## src/rtl/rb_window_reader.sv

```systemverilog
// rb_window_reader: builds KxK sliding windows from column beats of K row buffers,
// re-aligning the physical buffers so the oldest row always lands in window row 0.
module rb_window_reader #(
   parameter int DATA_W = 8,
   parameter int K      = 3,
   parameter int IMG_W  = 8,
   parameter int IMG_H  = 8,
   parameter int SW     = $clog2(K)
) (
   input  logic                       clk,
   input  logic                       rst_n,
   input  logic                       start,
   input  logic                       in_valid,
   output logic                       in_ready,
   input  logic [K*DATA_W-1:0]        in_data,
   input  logic [SW-1:0]              steer,
   output logic                       win_valid,
   input  logic                       win_ready,
   output logic [K*K*DATA_W-1:0]      win_data,
   output logic [$clog2(IMG_W)-1:0]   win_col,
   output logic [$clog2(IMG_H)-1:0]   win_row,
   output logic                       frame_done,
   output logic                       busy
);
   localparam int CW = $clog2(IMG_W);
   localparam int RW = $clog2(IMG_H);
   localparam logic [CW-1:0] COL_LAST  = CW'(IMG_W - 1);
   localparam logic [CW-1:0] FILL_LAST = CW'(K - 2);
   localparam logic [RW-1:0] ROW_LAST  = RW'(IMG_H - K);

   typedef enum logic [1:0] {IDLE, FILL, STREAM, DONE} state_t;

   state_t                 state;
   logic [CW-1:0]          col_cnt;
   logic [RW-1:0]          row_cnt;
   logic [K*K*DATA_W-1:0]  win_nxt;
   logic                   accept;

   assign busy     = state == FILL || state == STREAM;
   assign in_ready = busy && (!win_valid || win_ready);
   assign accept   = in_valid && in_ready;

   // modulo index keeps the rotation correct when K is not a power of two
   always_comb begin
      win_nxt = '0;
      for (int r = 0; r < K; r++) begin
         for (int c = 0; c < K - 1; c++)
            win_nxt[(r*K+c)*DATA_W +: DATA_W] = win_data[(r*K+c+1)*DATA_W +: DATA_W];
         win_nxt[(r*K+K-1)*DATA_W +: DATA_W] = in_data[((int'(steer) + r) % K)*DATA_W +: DATA_W];
      end
   end

   always_ff @(posedge clk or negedge rst_n) begin
      if (!rst_n) begin
         state      <= IDLE;
         col_cnt    <= '0;
         row_cnt    <= '0;
         win_valid  <= 1'b0;
         win_data   <= '0;
         win_col    <= '0;
         win_row    <= '0;
         frame_done <= 1'b0;
      end else if (start) begin
         state      <= FILL;
         col_cnt    <= '0;
         row_cnt    <= '0;
         win_valid  <= 1'b0;
         frame_done <= 1'b0;
      end else begin
         frame_done <= state == DONE && win_valid && win_ready;
         if (accept) begin
            win_data  <= win_nxt;
            win_valid <= state == STREAM;
            col_cnt   <= col_cnt == COL_LAST ? '0 : col_cnt + 1'b1;
            if (col_cnt == COL_LAST && row_cnt != ROW_LAST)
               row_cnt <= row_cnt + 1'b1;
            if (state == STREAM) begin
               win_col <= col_cnt;
               win_row <= row_cnt;
            end
            if (state == FILL && col_cnt == FILL_LAST)
               state <= STREAM;
            else if (state == STREAM && col_cnt == COL_LAST)
               state <= row_cnt == ROW_LAST ? DONE : FILL;
         end else if (win_ready) begin
            win_valid <= 1'b0;
         end
      end
   end
endmodule

```

## config.mk

```make
export PLATFORM = sky130hd
export DESIGN_NAME = rb_window_reader
export DESIGN_NICKNAME = d
export VERILOG_FILES = /design/src/rtl/rb_window_reader.sv
export SDC_FILE = /design/constraint.sdc
export NUM_CORES = 1
export LEC_CHECK = 0
export ABC_AREA = 1
export CAP_MARGIN = 25
export CORE_MARGIN = 2
export CORE_UTILIZATION = 52
export CTS_BUF_LIST = sky130_fd_sc_hd__clkbuf_4
export DETAILED_ROUTE_END_ITERATION = 7
export PLACE_DENSITY = 0.79
export SKIP_CTS_REPAIR_TIMING = 1
export SLEW_MARGIN = 10
export SYNTH_ARGS = -nofsm -noshare
export SYNTH_HDL_FRONTEND = slang
export SYNTH_SLANG_ARGS = --single-unit
```

## constraint.sdc

```tcl
create_clock -name clk -period 1.9 [get_ports clk]
set_clock_uncertainty 0.15 [all_clocks]
set_input_delay 0.285 -clock clk [delete_from_list [all_inputs] [get_ports clk]]
set_output_delay 0.285 -clock clk [all_outputs]
set_load 0.005 [all_outputs]
```

==> impl_results.md, run 1 <==
* Status: finished clean
* Slowest CP cell: dfrtp_1
* Largest net degree at the start of global routing at 39
* Total Power at between 7 and 8 mW
* CTS tree: yes
* Syn-to-layout area delta at 25.30%
* Die Width at roughly 100 um
* Seq/Total Area, Yosys at 0.4633
* Leading cell type in the layout, fill and taps excluded: nand2_1
* Starting DRC count in detailed routing at between 200 and 300
* Longest Clk Path Bufs at 2
* DRT antenna net count at 0
* Post-Syn Instances at between 500 and 600
* Rows at 34
* Crit. End Element: output pin
* Core Region at 8806 um2
* Initial antenna violation count at 0
* Die ar. at ~9900 um2
* Post-DP HPWL at ~8400 um
* Clock Latency Late Sink at 0.44 ns
* Global Route Usage Sum at 0.2387
* Cells along the critical path: ha_4, a21oi_2, dlymetal6s2s_1
* Die H at roughly 100 um
* Final setup fails at 0
* Vias after detailed routing at slightly above 4,000
* Lkg Pwr at 3.098 nW
* I/O Buffers at roughly 110
* # H-tree levels at 3
* Worst-path maximum fanout at 4
* Pwr dens at 1290 nW/um2
* Share of the synthesized area in the top cell type at 0.4633
* Yosys cell types at 27
* YS warnings at 0
* Grt ovf at 0
* Synth Area per Inst at 7.975 um2
* HP Class: primary input to asynchronous set/reset pin
* Actual slew at the worst max-slew pin at roughly 0.45 ns
* Post-synthesis register bit count at 88
* WHS at approximately 0.18 ns
* Gp weighted congestion at 0.9698
* Worst VDD drop at between 600 and 700 uV
* DRC viols at 0
* Critical Path Source Type: register
* RSZ-0062 raised after global routing: true
* Via density at just over 5
* MaxCap Viol Count at 0
* CTS Buf Count at 9
* # IOs at around 110
* Avg WL per Cell at around 14 um
* Critical path arrival at between 1 and 1.5 ns
* First-pass GRT wire length at roughly 19,000 um
* Slew Viols, Final at 0
* WS Path Type: register to output pin
* Cell Area, Synth at ~4800 um2
* Slowest stage delay, CP at 0.46 ns
* DRT Wirelength at around 11,000 um
* Clock transition at path regs at about 0.15 ns
* Post-route minimum period at roughly 1.9 ns
* Vias in the first global route at ~4,000
* Initial Util at 0.5398
* Layout cells sized above 1 at 0.09078
* Req. time, crit path at around 1.5 ns
* Hold Vio Cnt, Final at 0
* Nets at roughly 730
* Crit share post-route at 0.9764
* Cell taking the most area after synthesis: dfrtp_1
* Syn nets at about 640
* Clock root buffer: clkbuf_4
* Slew headroom at 0.6994
* Ant. Diodes at 0
* CTS sink count at 88
* Iteration count of the initial detailed-routing pass at 4
* Top cells by area in the synthesized netlist: dfrtp_1 46%, nand2_1 21%, buf_4 7.7%, ha_1 4.2%, o21ai_0 4.0%
* F_max at roughly 540 MHz
* Commonest non-fill, non-tap cells in the layout: 263 x nand2_1, 108 x clkdlybuf4s50_1, 88 x dfrtp_1, 41 x inv_1, 37 x o21ai_0
## cell type report
cell class / count / area, um2
Fill cell: 774 / 2850
Sequential cell: 88 / 2202
Multi-Input combinational cell: 389 / 1847
Timing Repair Buffer: 141 / 1421
Inverter: 49 / 186.4
Tap cell: 108 / 135.1
Clock buffer: 11 / 82.58
Clock inverter: 5 / 81.33
## cells in the mapped netlist
cell and instances:
a21oi_1 10, buf_12 1, buf_2 9, buf_4 49, buf_6 9, buf_8 1, clkbuf_2 1, clkinv_1 1
dfrtp_1 88, ha_1 16, inv_1 45, inv_2 3, nand2_1 264, nand2_2 1, nand3_1 26, nand4_1 1
nand4_4 1, nor2_1 11, nor2_4 1, nor2_8 2, nor3_1 1, o211ai_1 9, o21ai_0 38, o21ai_1 5
o22ai_1 1, o22ai_2 1, xnor2_1 1
## worst paths after layout
path	start	to	slack [ns]	depth (start not counted)
max	state[1]	in_ready	0.04	3
min	rst_n	win_data[4]	0.18	2
max reg2reg	state[1]	win_data[45]	0.16	6
min reg2reg	win_data[28]	win_data[28]	0.35	2
max in group asynchronous	rst_n	win_data[59]	0.76	3
min in group clk	win_ready	frame_done	0.31	3
## critical path, delay by kind of cell (launching register included)
| kind | cells | cell delay (ns) |
|---|---|---|
| DFF | 1 | 0.46 |
| adders and majority gates | 1 | 0.25 |
| buffers and inverters | 1 | 0.15 |
| AOI/OAI and AO/OA | 1 | 0.13 |
## where the power goes
part           switching [mW]  internal [mW]  total, mW
Clock                   0.635          0.565       1.20
Combinational            1.39           1.91       3.30
Sequential              0.562           2.62       3.18
## sequential cells by signal (all words and copies together) (netlist names)
name	flops
win_data	72
col_cnt	3
row_cnt	3
win_col	3
win_row	3
state	2
frame_done	1
win_valid	1
## per-stage QoR
| step | utilization | setup TNS [ns] | instance area (um2) | setup slack [ns] | std cells |
|---|---|---|---|---|---|
| after floorplan | - | 0 | 4753 | 0.2856 | 596 |
| after global placement | 0.6516 | -6.882 | 5738 | -0.3930 | 774 |
| after detailed placement | 0.6516 | -8.227 | 5738 | -0.4447 | 774 |
| after CTS | 0.6702 | -0.8553 | 5902 | -0.4707 | 790 |
| after global routing | 0.6763 | -0.02259 | 5956 | -0.01590 | 791 |
| final | 0.6763 | 0 | 5956 | 0.04490 | 791 |
## routing by layer
layer,part of all wire,up-vias,GRT usage
met1,0.45,1964,0.3343
met4,0.015,0,0.07060
met3,0.043,16,0.03022
met2,0.49,118,0.3919
li1,-,1970,-
met5,0,-,0
## kinds of logic after synthesis
group | after synthesis | share of synthesized area
AND/OR/NAND/NOR | 308 | 0.2635
buffers and inverters | 119 | 0.1553
flip-flops | 88 | 0.4633
AO/OA/AOI/OAI | 64 | 0.07397
adder cells (fa/ha/maj) | 16 | 0.04212
XOR/XNOR | 1 | 0.001843
Power figures use the tool's default switching activity.
==> inputs of run 2 (changes only) <==
- CORE_MARGIN: 2 -> 1.5
==> run 2 against run 1 <==
The run now ends with design-rule violations left. Worst setup slack gained 0.012 ns. Die area is 2.0% lower. Non-clock buffer count increased by 1. Largest power group unchanged. Combinational power is 1% lower. Count of clock-buffer cells in the layout fell by 1. Largest cell class unchanged. Critical path depth is 2 lower. Cell area down 0.67%. Global-route usage shrank 0.48 points.
==> impl_results.md, run 2 (synthesis results as in run 1) <==
* Core Region at 8806 um2 (unchanged)
* Critical path's top delay family: buffers and inverters
* CTS sink count at 88 (unchanged)
* MaxCap Viol Count at 0 (unchanged)
* Rows at 34 (unchanged)
* Cells along the critical path: clkdlybuf4s50_1
* Slew headroom at 0.7302 (+0.03085)
* Die H at 98.61 um (-1.0%)
* Clock Latency Late Sink at 0.42 ns (-0.02 ns)
* Post-DP HPWL at 8056 um (-4.1%)
* Syn-to-layout area delta at 24.45%
* Nets at 726 (+0.14%)
* Area of the multi-input gates at 1839 um2 (-0.41%)
* Via density at 5.011 (-2.6%)
* Die Width at 98.61 um (-1.0%)
* Failing checks: design-rule violations
* Buf+Inv Stages, Crit Path at 1 (unchanged)
* Gp weighted congestion at 0.9721 (+0.24%)
* NetSw at 2.536 mW (-2.0%)
* Lkg Pwr at 3.077 nW (-0.68%)
* Filler cells at 740 (-4.4%)
* Critical Path Source Type: register
* WS Path Type: register to output pin
* Hold Vio Cnt, Final at 0 (unchanged)
* Layout cells sized above 1 at 0.09078 (unchanged)
* Crit share post-route at 0.9700 (-0.006331)
* Worst-path maximum fanout at 4 (unchanged)
* RSZ-0062 raised after global routing: true
* Slowest stage delay, CP at 0.54 ns (+0.08 ns)
* Initial antenna violation count at 0 (unchanged)
* Actual slew at the worst max-slew pin at 0.4046 ns (-0.04628 ns)
* Max FFs per register at 72 (unchanged)
* Final setup fails at 0 (unchanged)
* First-pass GRT wire length at 18,340 um (-4.2%)
* Global Route Usage Sum at 0.2339 (-0.004755)
* CTS tree: yes
* Register Area at 2202 um2 (unchanged)
* Sequential share of power at 0.426 (+0.011)
* Internal Power at 4.932 mW (-3.2%)
* Avg WL per Cell at 13.72 um (-5.1%)
* Iteration count of the initial detailed-routing pass at 8 (+4)
* Slowest CP cell: clkdlybuf4s50_1
* DRT antenna net count at 0 (unchanged)
* Clock transition at path regs at 0.14 ns (about the same)
* Combinational share of power at 0.436 (+0.007)
* Worst setup margin at 0.05693 ns (+0.01203 ns)
* Slew Viols, Final at 0 (unchanged)
* Vias after detailed routing at 3,964 (-2.6%)
* Largest net degree at the start of global routing at 44 (+13%)
* Count of non-filler cells in the finished layout at 791 (unchanged)
* Clock root buffer: clkbuf_4
* Starting DRC count in detailed routing at 243 (-17%)
* I/O Buffers at 112 (unchanged)
* # IOs at 113 (unchanged)
* Crit. End Element: output pin
* Vias in the first global route at 3,773 (-5.9%)
* Initial Util at 0.5398 (unchanged)
* HP Class: primary input to asynchronous set/reset pin
* Leading cell type in the layout, fill and taps excluded: nand2_1
* F_max at 542.6 MHz (+0.65%)
* Clock share of power at 0.138 (-0.018)
* Ant. Diodes at 0 (unchanged)
* Grt ovf at 0 (unchanged)
* DRT Wirelength at 10,850 um (-5.1%)
* CTS Buf Count at 9 (unchanged)
* Die ar. at 9724 um2 (-2.0%)
* # H-tree levels at 3 (unchanged)
* Sw Ratio at 0.3396 (+0.002891)
* Place WS at -0.3768 ns (+0.06793 ns)
* Placed cells at 775 (+0.13%)
* Largest Register: win_data
* Commonest non-fill, non-tap cells in the layout: 264 x nand2_1, 108 x clkdlybuf4s50_1, 88 x dfrtp_1, 41 x inv_1, 37 x o21ai_0
* Worst VDD drop at 617.7 uV (-2.6%)
* WHS at 0.1477 ns (-0.03100 ns)
* Pwr dens at 1262 nW/um2 (-2.1%)
* Critical path arrival at 1.41 ns (about the same)
* Post-route minimum period at 1.843 ns (-0.01203 ns)
* Longest Clk Path Bufs at 2 (unchanged)
* Status: finished, violations left
* Req. time, crit path at 1.46 ns (about the same)
* DRC viols at 13 (+13)
==> run 2: power groups by stage <==
| stage | clock network [mW] | logic [mW] | registers, mW |
|---|---|---|---|
| 2_1_floorplan | 0 | 1.93 | 3.11 |
| 3_3_place_gp | 0 | 3.16 | 3.19 |
| 3_5_place_dp | 0 | 3.24 | 3.21 |
| 4_1_cts | 1.07 | 3.26 | 3.17 |
| 5_1_grt | 1.16 | 3.59 | 3.28 |
| 6_report | 1.03 | 3.26 | 3.18 |
==> run 2: cell type report <==
| class | count | share of cell area |
|---|---|---|
| tap | 108 | 0.02284 |
| inverter | 49 | 0.03109 |
| sequential | 88 | 0.3723 |
| timing repair buffer | 142 | 0.2403 |
| multi-input combinational | 389 | 0.3109 |
| clock buffer | 10 | 0.01269 |
| clock inverter | 5 | 0.009941 |
==> run 2: worst paths after layout <==
| path | end | slack [ns] | cells after the start | from |
|---|---|---|---|---|
| worst min register to register | win_data[24] | 0.34 | 2 | win_data[24] |
| worst max register to register | win_data[41] | 0.12 | 7 | state[1] |
| max in group asynchronous | win_data[52] | 0.84 | 3 | rst_n |
| worst max-delay path | win_valid | 0.06 | 1 | win_valid |
| worst min-delay path | win_data[6] | 0.15 | 2 | rst_n |
| min in group clk | frame_done | 0.28 | 3 | win_ready |
==> run 2: worst reg2reg max path, stage by stage (launching register included) <==
cell and delay (ns):
dfrtp_1 0.46, ha_4 0.25, inv_2 0.07, nand4_4 0.17, buf_12 0.24, nor2_8 0.19, nand3_1 0.11, nand2_1 0.08
==> run 2: stage by stage <==
step	instance area, um2	utilization	setup TNS [ns]	power [mW]
CTS	5879	0.6677	-0.8556	7.508
global placement	5746	0.6525	-5.637	6.345
floorplan	4753	-	0	5.046
detailed placement	5746	0.6525	-7.093	6.455
global route	5916	0.6718	-0.01672	8.028
finish	5916	0.6718	0	7.467
==> run 2: per-layer routing <==
| layer | GRT usage | wire length, um | vias to the layer above | part of all wire |
|---|---|---|---|---|
| met1 | 0.3253 | 4830 | 1837 | 0.45 |
| met3 | 0.03688 | 690 | 18 | 0.064 |
| met2 | 0.3761 | 5130 | 149 | 0.47 |
| met5 | 0 | 0 | - | 0 |
| li1 | - | - | 1960 | - |
| met4 | 0.08022 | 201 | 0 | 0.019 |
==> inputs of run 3 (changes only) <==
- RECOVER_POWER: unset -> 100
==> run 3 against run 2 <==
The run still ends with design-rule violations left. Cell count unchanged. Cell area decreased by 0.40%. Global-route usage unchanged. First-iteration DRC count increased by 7.0%. Combinational power about the same. Count of clock-buffer cells in the layout unchanged. Non-clock buffer count unchanged. Flip-flop and latch count unchanged. Register-to-register slack about the same. Fmax decreased by 0.28%. Critical path type unchanged. Critical endpoint unchanged.
==> impl_results.md, run 3 (synthesis results as in run 1) <==
* Status: finished, violations left
* Failing checks: design-rule violations
* Buf+Inv Stages, Crit Path at 1 (unchanged)
* Critical path arrival at 1.41 ns (about the same)
* F_max at 541.1 MHz (-0.28%)
* Syn-to-layout area delta at 23.95%
* Place WS at -0.3768 ns (unchanged)
* DRT antenna net count at 0 (unchanged)
* Rows at 34 (unchanged)
* Starting DRC count in detailed routing at 260 (+7.0%)
* Clock Latency Late Sink at 0.42 ns (about the same)
* Longest Clk Path Bufs at 2 (unchanged)
* Avg WL per Cell at 13.73 um (about the same)
* Slew Viols, Final at 0 (unchanged)
* Die H at 98.61 um (unchanged)
* Count of non-filler cells in the finished layout at 791 (unchanged)
* Slew headroom at 0.5494 (-0.1808)
* Slowest CP cell: clkdlybuf4s50_1
* Cells along the critical path: clkdlybuf4s50_1
* Max FFs per register at 72 (unchanged)
* Placed cells at 775 (unchanged)
* Req. time, crit path at 1.46 ns (about the same)
* CTS tree: yes
* Worst r2r dst: win_data[41]
* Ant. Diodes at 0 (unchanged)
* Lkg Pwr at 3.070 nW (-0.25%)
* DRT Wirelength at 10,860 um (about the same)
* Commonest non-fill, non-tap cells in the layout: 265 x nand2_1, 108 x clkdlybuf4s50_1, 88 x dfrtp_1, 42 x inv_1, 37 x o21ai_0
* Setup_tns at 0 ns (unchanged)
* Leading cell type in the layout, fill and taps excluded: nand2_1
* Actual slew at the worst max-slew pin at 0.6759 ns (+0.2712 ns)
* RSZ-0062 raised after global routing: true
* # IOs at 113 (unchanged)
* Core Region at 8806 um2 (unchanged)
* Worst-path maximum fanout at 4 (unchanged)
* Critical path's top delay family: buffers and inverters
* Worst VDD drop at 611.0 uV (-1.1%)
* DRC viols at 13 (unchanged)
* Largest Register: win_data
* Flop2flop setup slack at 0.12 ns (about the same)
* Met1 usage at 0.3253 (unchanged)
* MaxCap Viol Count at 0 (unchanged)
* HP Class: primary input to asynchronous set/reset pin
* Post-DP HPWL at 8056 um (unchanged)
* Iteration count of the initial detailed-routing pass at 8 (unchanged)
* Layout cells sized above 1 at 0.08638 (-0.004392)
* Clock root buffer: clkbuf_4
* I/O Buffers at 112 (unchanged)
* Clock transition at path regs at 0.14 ns (about the same)
* Worst setup margin at 0.05176 ns (-0.005169 ns)
* Die Width at 98.61 um (unchanged)
* Nets at 726 (unchanged)
* Initial antenna violation count at 0 (unchanged)
* Vias after detailed routing at 3,977 (+0.33%)
* Met2 Use GR at 0.3761 (unchanged)
* CTS Buf Count at 9 (unchanged)
* CTS sink count at 88 (unchanged)
* Slowest stage delay, CP at 0.54 ns (about the same)
* Final setup fails at 0 (unchanged)
* WS Path Type: register to output pin
* Post-route minimum period at 1.848 ns (+0.005169 ns)
* FF-to-FF path depth at 7 (unchanged)
* Via density at 5.028 (+0.33%)
* Die ar. at 9724 um2 (unchanged)
* Vias in the first global route at 3,773 (unchanged)
* Largest net degree at the start of global routing at 44 (unchanged)
* Grt ovf at 0 (unchanged)
* GRT Max-Usage Layer: met2
* Crit. End Element: output pin
* Initial Util at 0.5398 (unchanged)
* Crit share post-route at 0.9728 (+0.002721)
* First-pass GRT wire length at 18,340 um (unchanged)
* # H-tree levels at 3 (unchanged)
* Global Route Usage Sum at 0.2339 (unchanged)
* M3 GR Usage at 0.03688 (unchanged)
* Pwr dens at 1264 nW/um2 (+0.16%)
* Gp weighted congestion at 0.9721 (unchanged)
* Final core utilization at 0.6691 (-0.002700)
* R2r startpoint: state[1]
* Critical Path Source Type: register
* Hold Vio Cnt, Final at 0 (unchanged)
[run 3: cell count changes in the layout (fill, tap and decap cells not counted)]
cell      previous run  this run
clkbuf_1             0         1
buf_4               24        21
inv_2                7         6
nand2_1            264       265
buf_12               6         5
inv_1               41        42
clkbuf_4            10        11
nand2_2              1         0
clkbuf_2             1         3
[run 3: per-layer routing]
layer	part of all wire	up-vias	routed length [um]
met3	0.055	24	601
li1	-	1961	-
met1	0.45	1855	4908
met5	0	-	0
met2	0.47	137	5110
met4	0.022	0	242
[run 3: cell type report]
cell class / count / area, um2
inverter: 49 / 183.9
multi-input combinational: 389 / 1837
sequential: 88 / 2202
tap: 108 / 135.1
fill: 745 / 2914
timing repair buffer: 142 / 1400
clock inverter: 5 / 58.81
clock buffer: 10 / 75.07
[run 3: through the flow]
| stage | instance area, um2 | power [mW] | hold WS, ns |
|---|---|---|---|
| 6_report | 5892 | 7.449 | 0.2563 |
| 5_1_grt | 5892 | 8.009 | 0.2851 |
| 4_1_cts | 5879 | 7.508 | -0.4152 |
| 3_5_place_dp | 5746 | 6.455 | 0.07910 |
| 3_3_place_gp | 5746 | 6.345 | 0.07407 |
| 2_1_floorplan | 4753 | 5.046 | -0.1606 |
[run 3: where the power goes]
group | total, mW | leakage (nW) | internal (mW) | switching [mW]
sequential | 3.18 | 1.16 | 2.62 | 0.556
combinational | 3.24 | 1.84 | 1.88 | 1.35
clock | 1.03 | 0.0685 | 0.409 | 0.623
[run 3: worst max-delay path by stage]
| stage | end | startpoint | slack (ns) | depth (start not counted) |
|---|---|---|---|---|
| after global routing | win_valid | win_valid | -0.02 | 1 |
| after detailed placement | win_data[41] | steer[1] | -0.38 | 10 |
| final | win_valid | win_valid | 0.05 | 1 |
| after floorplan | win_data[70] | state[0] | 0.29 | 8 |
| after global placement | win_data[47] | steer[1] | -0.30 | 10 |
| after CTS | in_ready | state[1] | -0.48 | 3 |
